--- src/rtl/parameter_define.sv ---
// Memory control field encodings shared by the decoder and the memory stage.
`ifndef PARAMETER_DEFINE_SV
`define PARAMETER_DEFINE_SV
localparam logic [1:0] MNONE = 2'b00;
localparam logic [1:0] READ  = 2'b01;
localparam logic [1:0] WRITE = 2'b10;

localparam logic [2:0] WORD  = 3'b000;
localparam logic [2:0] HALF  = 3'b001;
localparam logic [2:0] BYTE  = 3'b010;
localparam logic [2:0] HALFU = 3'b011;
localparam logic [2:0] BYTEU = 3'b100;
`endif

--- src/rtl/lsu_pkg.sv ---
// Shared types and store-side helpers for the load/store unit.
package lsu_pkg;
`include "parameter_define.sv"

   typedef enum logic [2:0] {
      IDLE,
      REQ,
      RESP,
      FIN,
      ERR
   } lsu_state_e;

   function automatic logic [3:0] be_gen(input logic [2:0] whb, input logic [1:0] addr_lo);
      case (whb)
         BYTE, BYTEU: be_gen = 4'b0001 << addr_lo;
         HALF, HALFU: be_gen = 4'b0011 << {addr_lo[1], 1'b0};
         default:     be_gen = 4'hF;
      endcase
   endfunction

   function automatic logic [31:0] st_steer(input logic [2:0] whb, input logic [31:0] wdata);
      case (whb)
         BYTE, BYTEU: st_steer = {4{wdata[7:0]}};
         HALF, HALFU: st_steer = {2{wdata[15:0]}};
         default:     st_steer = wdata;
      endcase
   endfunction

   // Unknown size codes are held to word alignment, matching how loads treat them.
   function automatic logic is_misaligned(input logic [2:0] whb, input logic [1:0] addr_lo);
      case (whb)
         BYTE, BYTEU: is_misaligned = 1'b0;
         HALF, HALFU: is_misaligned = addr_lo[0];
         default:     is_misaligned = (addr_lo != 2'b00);
      endcase
   endfunction
endpackage

--- src/rtl/lsu_load_align.sv ---
// Selects the addressed byte/half lane of a read word and sign- or zero-extends it.
module lsu_load_align
   import lsu_pkg::*;
(
   input  logic [31:0] rdata,
   input  logic [1:0]  addr_lo,
   input  logic [2:0]  whb,
   output logic [31:0] ld_data
);
   logic [7:0]  byte_sel;
   logic [15:0] half_sel;

   always_comb begin
      case (addr_lo)
         2'd0:    byte_sel = rdata[7:0];
         2'd1:    byte_sel = rdata[15:8];
         2'd2:    byte_sel = rdata[23:16];
         default: byte_sel = rdata[31:24];
      endcase
      half_sel = addr_lo[1] ? rdata[31:16] : rdata[15:0];
      case (whb)
         BYTE:    ld_data = {{24{byte_sel[7]}}, byte_sel};
         BYTEU:   ld_data = {24'h0, byte_sel};
         HALF:    ld_data = {{16{half_sel[15]}}, half_sel};
         HALFU:   ld_data = {16'h0, half_sel};
         default: ld_data = rdata;
      endcase
   end
endmodule

--- src/rtl/load_store_unit.sv ---
// Memory-stage load/store unit: one word-addressed access at a time, holding the
// pipeline until completion, misalignment rejection or timeout.
module load_store_unit
   import lsu_pkg::*;
#(
   parameter int TIMEOUT_CYC = 255
) (
   input  logic        clk,
   input  logic        rst_n,
   input  logic        req_valid,
   input  logic [1:0]  mem_rw,
   input  logic [2:0]  mem_whb,
   input  logic [31:0] addr,
   input  logic [31:0] wdata,
   output logic        stall,
   output logic        done,
   output logic [31:0] rd_data,
   output logic        misalign,
   output logic        bus_err,
   output logic        dm_req,
   output logic [31:0] dm_addr,
   output logic [3:0]  dm_we,
   output logic [31:0] dm_wdata,
   input  logic        dm_gnt,
   input  logic        dm_rvalid,
   input  logic [31:0] dm_rdata
);
   localparam int CNT_W = (TIMEOUT_CYC > 255) ? $clog2(TIMEOUT_CYC + 1) : 8;
   localparam logic [CNT_W-1:0] CNT_LAST = CNT_W'(TIMEOUT_CYC - 1);

   lsu_state_e       state_q, state_d;
   logic [31:0]      addr_q, addr_d;
   logic [31:0]      wdata_q, wdata_d;
   logic [31:0]      rd_data_q, rd_data_d;
   logic [2:0]       whb_q, whb_d;
   logic             wr_q, wr_d;
   logic             to_q, to_d;
   logic [CNT_W-1:0] cnt_q, cnt_d;
   logic [31:0]      ld_data;
   logic             accept;
   logic             expired;

   assign accept  = req_valid && (mem_rw != MNONE);
   // The counter may already sit past the limit when a grant won on the last REQ cycle.
   assign expired = (cnt_q >= CNT_LAST);
   assign rd_data = rd_data_q;

   lsu_load_align u_align (
      .rdata   (dm_rdata),
      .addr_lo (addr_q[1:0]),
      .whb     (whb_q),
      .ld_data (ld_data)
   );

   always_ff @(posedge clk or negedge rst_n) begin
      if (!rst_n) begin
         state_q   <= IDLE;
         addr_q    <= '0;
         wdata_q   <= '0;
         rd_data_q <= '0;
         whb_q     <= '0;
         wr_q      <= 1'b0;
         to_q      <= 1'b0;
         cnt_q     <= '0;
      end else begin
         state_q   <= state_d;
         addr_q    <= addr_d;
         wdata_q   <= wdata_d;
         rd_data_q <= rd_data_d;
         whb_q     <= whb_d;
         wr_q      <= wr_d;
         to_q      <= to_d;
         cnt_q     <= cnt_d;
      end
   end

   always_comb begin
      state_d   = state_q;
      addr_d    = addr_q;
      wdata_d   = wdata_q;
      rd_data_d = rd_data_q;
      whb_d     = whb_q;
      wr_d      = wr_q;
      to_d      = to_q;
      cnt_d     = cnt_q;
      case (state_q)
         IDLE: begin
            if (accept) begin
               addr_d  = addr;
               wdata_d = wdata;
               whb_d   = mem_whb;
               wr_d    = (mem_rw == WRITE);
               to_d    = 1'b0;
               cnt_d   = '0;
               state_d = is_misaligned(mem_whb, addr[1:0]) ? ERR : REQ;
            end
         end
         REQ: begin
            cnt_d = cnt_q + CNT_W'(1);
            if (dm_gnt) begin
               state_d = wr_q ? FIN : RESP;
            end else if (expired) begin
               state_d = ERR;
               to_d    = 1'b1;
            end
         end
         RESP: begin
            cnt_d = cnt_q + CNT_W'(1);
            if (dm_rvalid) begin
               rd_data_d = ld_data;
               state_d   = FIN;
            end else if (expired) begin
               state_d = ERR;
               to_d    = 1'b1;
            end
         end
         default: state_d = IDLE;
      endcase
   end

   always_comb begin
      stall    = 1'b0;
      done     = 1'b0;
      misalign = 1'b0;
      bus_err  = 1'b0;
      dm_req   = 1'b0;
      dm_addr  = '0;
      dm_we    = '0;
      dm_wdata = '0;
      case (state_q)
         IDLE: stall = accept && rst_n;
         REQ: begin
            stall   = 1'b1;
            dm_req  = 1'b1;
            dm_addr = {addr_q[31:2], 2'b00};
            if (wr_q) begin
               dm_we    = be_gen(whb_q, addr_q[1:0]);
               dm_wdata = st_steer(whb_q, wdata_q);
            end
         end
         RESP: stall = 1'b1;
         FIN:  done = 1'b1;
         ERR: begin
            misalign = !to_q;
            bus_err  = to_q;
         end
         default: ;
      endcase
   end
endmodule

--- config.mk ---
export PLATFORM = sky130hd
export DESIGN_NAME = load_store_unit
export DESIGN_NICKNAME = d
export VERILOG_FILES = /design/src/rtl/lsu_pkg.sv /design/src/rtl/lsu_load_align.sv /design/src/rtl/load_store_unit.sv
export VERILOG_INCLUDE_DIRS = /design/src /design/src/rtl
export SDC_FILE = /design/constraint.sdc
export NUM_CORES = 1
export LEC_CHECK = 0
export CAP_MARGIN = 20
export CORE_MARGIN = 5
export CORE_UTILIZATION = 49
export DETAILED_ROUTE_END_ITERATION = 8
export PLACE_DENSITY = 0.91
export SLEW_MARGIN = 10
export SYNTH_ARGS = -nofsm -noshare
export SYNTH_HDL_FRONTEND = slang
export SYNTH_SLANG_ARGS = --single-unit
--- constraint.sdc ---
create_clock -name clk -period 5.9 [get_ports clk]
set_input_delay 1.77 -clock clk [delete_from_list [all_inputs] [get_ports clk]]
set_output_delay 1.77 -clock clk [all_outputs]
set_load 0.05 [all_outputs]
; Yosys cells after proc, flatten, opt, wreduce, memory -nomap -nowiden
; Cells that the tools add are included.
[word_totals]
output_inout_bits = 105
ff_bits = 112
in_bits = 106
word_cells = 80
[op_classes]
muxes = 32
n_eq_ne = 18
magnitude_cmp = 1
reduce_logical = 18
addsub = 1
n_shift = 2
[ops]
columns = op, count
row1 = $pmux W32 S4, 1
row2 = $mux W32, 3
row3 = $pmux W32 S2, 1
row4 = $pmux W8 S3, 1
row5 = $eq A3 B2 Y1 const B, 6
row6 = $mux W16, 1
row7 = $pmux W8 S2, 1
row8 = $mux W3, 5
row9 = $mux W1, 11
row10 = $reduce_or A2 Y1, 5
row11 = $eq A3 B1 Y1 const B, 3
row12 = $eq A3 B3 Y1 const B, 3
row13 = $pmux W3 S3, 1
row14 = $add A8 B1 Y8 const B, 1
row15 = $ge A8 B8 Y1 const B, 1
row16 = $mux W4, 2
row17 = $mux W8, 1
row18 = $pmux W4 S2, 1
row19 = $ne A2 B2 Y1 const B, 3
row20 = $reduce_and A2 Y1, 3
row21 = $reduce_bool A2 Y1, 3
row22 = $eq A2 B2 Y1 const B, 2
row23 = $pmux W1 S2, 2
row24 = $reduce_and A4 Y1, 1
row25 = other kinds (9), 10

; Depth between registers and ports, before layout
[logic_depth]
word_depth = 8
ltp_mapped = 7
ltp_nobuf = 5

; Cells and area by module
; A second synthesis with hierarchy kept.
[unflattened]
hier_cells = 553
hier_area_um2 = 6218.5
[by_module_without_submodules]
columns = module, area_each_um2, instances, cells_each, seq_area_each_um2
row1 = load_store_unit, 5250.0, 1, 431, 2802.7
row2 = lsu_load_align, 968.4, 1, 122, 0.0

; Worst setup path before layout
; No wires, ideal clock.
[synth_path]
kind = input port to output port
from = in mem_rw[1]
to = out stall
required_ns = 4.130
slack_ns = 1.356
cell_stages = 3
t_arrival_ns = 2.774
path_buffers = 0
cell_sequence = o21a_1 -> o21ai_2 -> nor2_1
[synth_via]
elab_chain_cells = 4
[synth_lines]
columns = element, line_no
row1 = start: declaration, load_store_unit.sv:11  ; input logic [1:0] mem_rw,
row2 = $reduce_bool A2 Y1, load_store_unit.sv:43  ; assign accept = req_valid && (mem_rw != MNONE);
row3 = $logic_and A1 B1 Y1, load_store_unit.sv:43
row4 = $logic_and A1 B1 Y1, load_store_unit.sv:131  ; IDLE: stall = accept && rst_n;
row5 = $pmux W1 S2, load_store_unit.sv:130  ; case (state_q)
row6 = end: declaration, load_store_unit.sv:15  ; output logic stall,
; No other way between the ends.

; Worst setup path after layout
; Same ends and word-level chain as after synthesis.

==> qor.yml <==
status: "complete, no violations"
cp.arrival_ns: 3.66
postCtsSetupBuffers: 0
layout_min_cycle_time_ns: 5.43
multi_input_area_um2: 2860
p_clk_frac: 0.129
fp.dieH_um: 120
swShare: 0.473
combPwrFrac: 0.555
setup_tns_ns: 0
viasPerCell: 5.91
hold_viol: 0
tightest_slew_ns: 1.02
syn_area_um2: 5880
max_slew_margin: 0.316
dr.pass1.iters: 7
ant_nets: 0
htree_levels: 3
ir_drop_mv: 0.327
ctsHoldBuffers: 0
seq_area_frac_synth: 0.476
syn_inst: 568
coreArea_um2: 11900
power_leakage_uw: 0.00343
antenna_cells: 0
dieArea_um2: 14300
grt_remaining_overflow: 0
finalNonFillerCells: 906
critPathKind: "in -> out"
first_iter_violations: 546
p_switching_uw: 2270
setup_viol: 0
hold_path.class: "reg -> reg"
cts-root-buf: "clkbuf_16"
dp_cells: 890
intPower_uw: 2530
synth_edf_count: 0
ctsResizeCount: 0
hold_depth: 1
p_seq_frac: 0.316
gp_congestion: 0.910
grt_pass1_wl_um: 30100
routedWlPerCell_um: 20.8
grt_pass1_vias: 5644
yosysWarnings: 0
die_x_um: 120
ioPinCount: 211
ys_types: 52
nNetsFinal: 862
p_per_area_nw_per_um2: 577
total_power_uw: 4800
slew_violations: 0
drive_above_1_share: 0.137
clockBufferDepth: 2
grt_setup_unrepaired: "false"
seqCellArea_um2: 2800
utilization: 0.697
cp-end-kind: "output pin"
grt_max_degree: 68
drcViolationCount: 0
grt_antenna_before_repair: 0
cts.clk_slew.worst_paths_ns: 0.07
cts_buffers: 9
synth_area_per_cell_um2: 10.4
drv_cap: 0
crit_required_ns: 4.13
io_buffers: 208
grt_use_total: 0.263
drt_wl_total_um: 18800
ys_ff_latch: 112
area_delta_synth_final_pct: 41.2
rr_worst_depth: 4
num_rows: 40
worst_setup_path_start_kind: "input port"
clock_latency_ns: 0.35
vias: 5355
ys_async_sr_fraction: 1.00
min_period_over_period: 0.921
path_max_fanout: 10
dp_hpwl_um: 13800
synth_ff_type: "dfrtp_1"
initial_core_util: 0.494
cts_tree: "done"
fillers: 862
finalClockSkew_ns: 0.00837
clock_sinks: 112
fmaxAchievable_ghz: 0.184
## cell usage in the layout (no fill, tap or decap), types with 2 or more instances in the layout
master,Yosys,layout
nand2_1,47,47
nand3b_1,3,3
clkbuf_16,0,9
o21ai_0,9,9
o21bai_1,2,2
a31oi_1,18,18
nor2b_1,10,10
o211ai_1,9,9
and2_1,33,32
nor2_1,34,34
or3_1,2,2
mux2_2,73,73
ha_1,2,2
o21a_1,3,3
clkdlybuf4s50_1,0,207
and3_1,12,12
a222oi_1,8,8
dfrtp_1,112,112
conb_1,1,2
o2111ai_1,2,2
xor2_1,3,3
a22oi_1,8,8
a21oi_1,30,30
nand2b_1,6,6
nand3_1,39,39
clkinv_2,0,2
o22ai_1,8,8
mux2i_1,24,24
inv_1,6,6
buf_4,8,9
## through the flow
step | instance area [um^2] | hold slack (ns) | setup slack (ns)
after detailed placement | 8010 | 0.465 | 0.474
final | 8310 | 0.469 | 0.466
after CTS | 8310 | 0.469 | 0.469
after global routing | 8310 | 0.523 | 0.362
after floorplan | 5890 | 0.435 | 1.36
after global placement | 8010 | 0.458 | 0.521
## metal layers
layer / track usage / wire, um / vias to the layer above
li1: - / - / 2412
met2: 0.437 / 9120 / 309
met3: 0.100 / 2250 / 44
met1: 0.312 / 6940 / 2590
met4: 0.0945 / 510 / 0
met5: 0 / 0 / -
## sequential cells by signal, summed over array words and instances, names as in the netlist
name and cells:
whb_q 3, cnt_q 8, state_q 3, wr_q 1, addr_q 32, wdata_q 32
rd_data 32, to_q 1
## power groups by stage
stage                     clock network [uW]  logic [uW]  registers [uW]
after floorplan                            0        1590            1720
after global placement                     0        2570            1490
after detailed placement                   0        2650            1520
after CTS                                630        2670            1510
after global routing                     666        2830            1570
final                                    620        2660            1510
## cell type report
cell class | instances | area share
clock buffers | 11 | 0.0292
clock inverters | 5 | 0.00678
inverters | 7 | 0.00316
multi-input cells | 408 | 0.344
flip-flops and latches | 112 | 0.337
well taps | 147 | 0.0221
repair buffers | 216 | 0.258
## synthesized netlist by cell type (2+ instances only)
cell type | count | area share
or3_1 | 2 | 0.0021
o211ai_1 | 9 | 0.011
clkbuf_1 | 18 | 0.011
o22ai_1 | 8 | 0.0085
a222oi_1 | 8 | 0.014
nor2_1 | 34 | 0.022
o21ai_0 | 9 | 0.0077
a21oi_1 | 30 | 0.026
nand2_1 | 47 | 0.030
and3_1 | 12 | 0.013
buf_1 | 3 | 0.0019
o2111ai_1 | 2 | 0.0030
nor3b_2 | 2 | 0.0043
xor2_1 | 3 | 0.0045
and2_1 | 33 | 0.035
buf_2 | 12 | 0.010
a31oi_1 | 18 | 0.019
buf_4 | 8 | 0.010
a22oi_1 | 8 | 0.010
nand3_1 | 39 | 0.033
inv_1 | 6 | 0.0038
ha_1 | 2 | 0.0043
mux2i_1 | 24 | 0.041
dfrtp_1 | 112 | 0.48
nand3b_1 | 3 | 0.0038
o21a_1 | 3 | 0.0038
o21bai_1 | 2 | 0.0026
mux2_2 | 73 | 0.14
nand2b_1 | 6 | 0.0064
nor2b_1 | 10 | 0.011
## worst paths after layout
check	to	slack (ns)	startpoint
min	cnt_q[5]	0.47	cnt_q[5]
max reg2reg	rd_data[29]	3.57	whb_q[1]
max in group asynchronous	rd_data[23]	3.06	rst_n
min in group asynchronous	wdata_q[8]	1.55	rst_n
min reg2reg	cnt_q[5]	0.47	cnt_q[5]
max	stall	0.47	mem_rw[1]
## critical path, cell delays in order
cell and delay (ns):
clkdlybuf4s50_1 0.43, o21a_1 0.26, o21ai_2 0.39, nor2_1 0.10, clkdlybuf4s50_1 0.71
## cell families after synthesis
kind of cell               Yosys count  synth area share
AOI/OAI and AO/OA                  106             0.118
xor gates and xnor gates             4           0.00595
adders and majority gates            2           0.00425
buffers and inverters               49            0.0402
DFF                                112             0.476
muxes                               98             0.184
other                                1          0.000637
and+or+nand+nor                    196             0.170
Note: power is estimated with default switching activity, not from simulation.
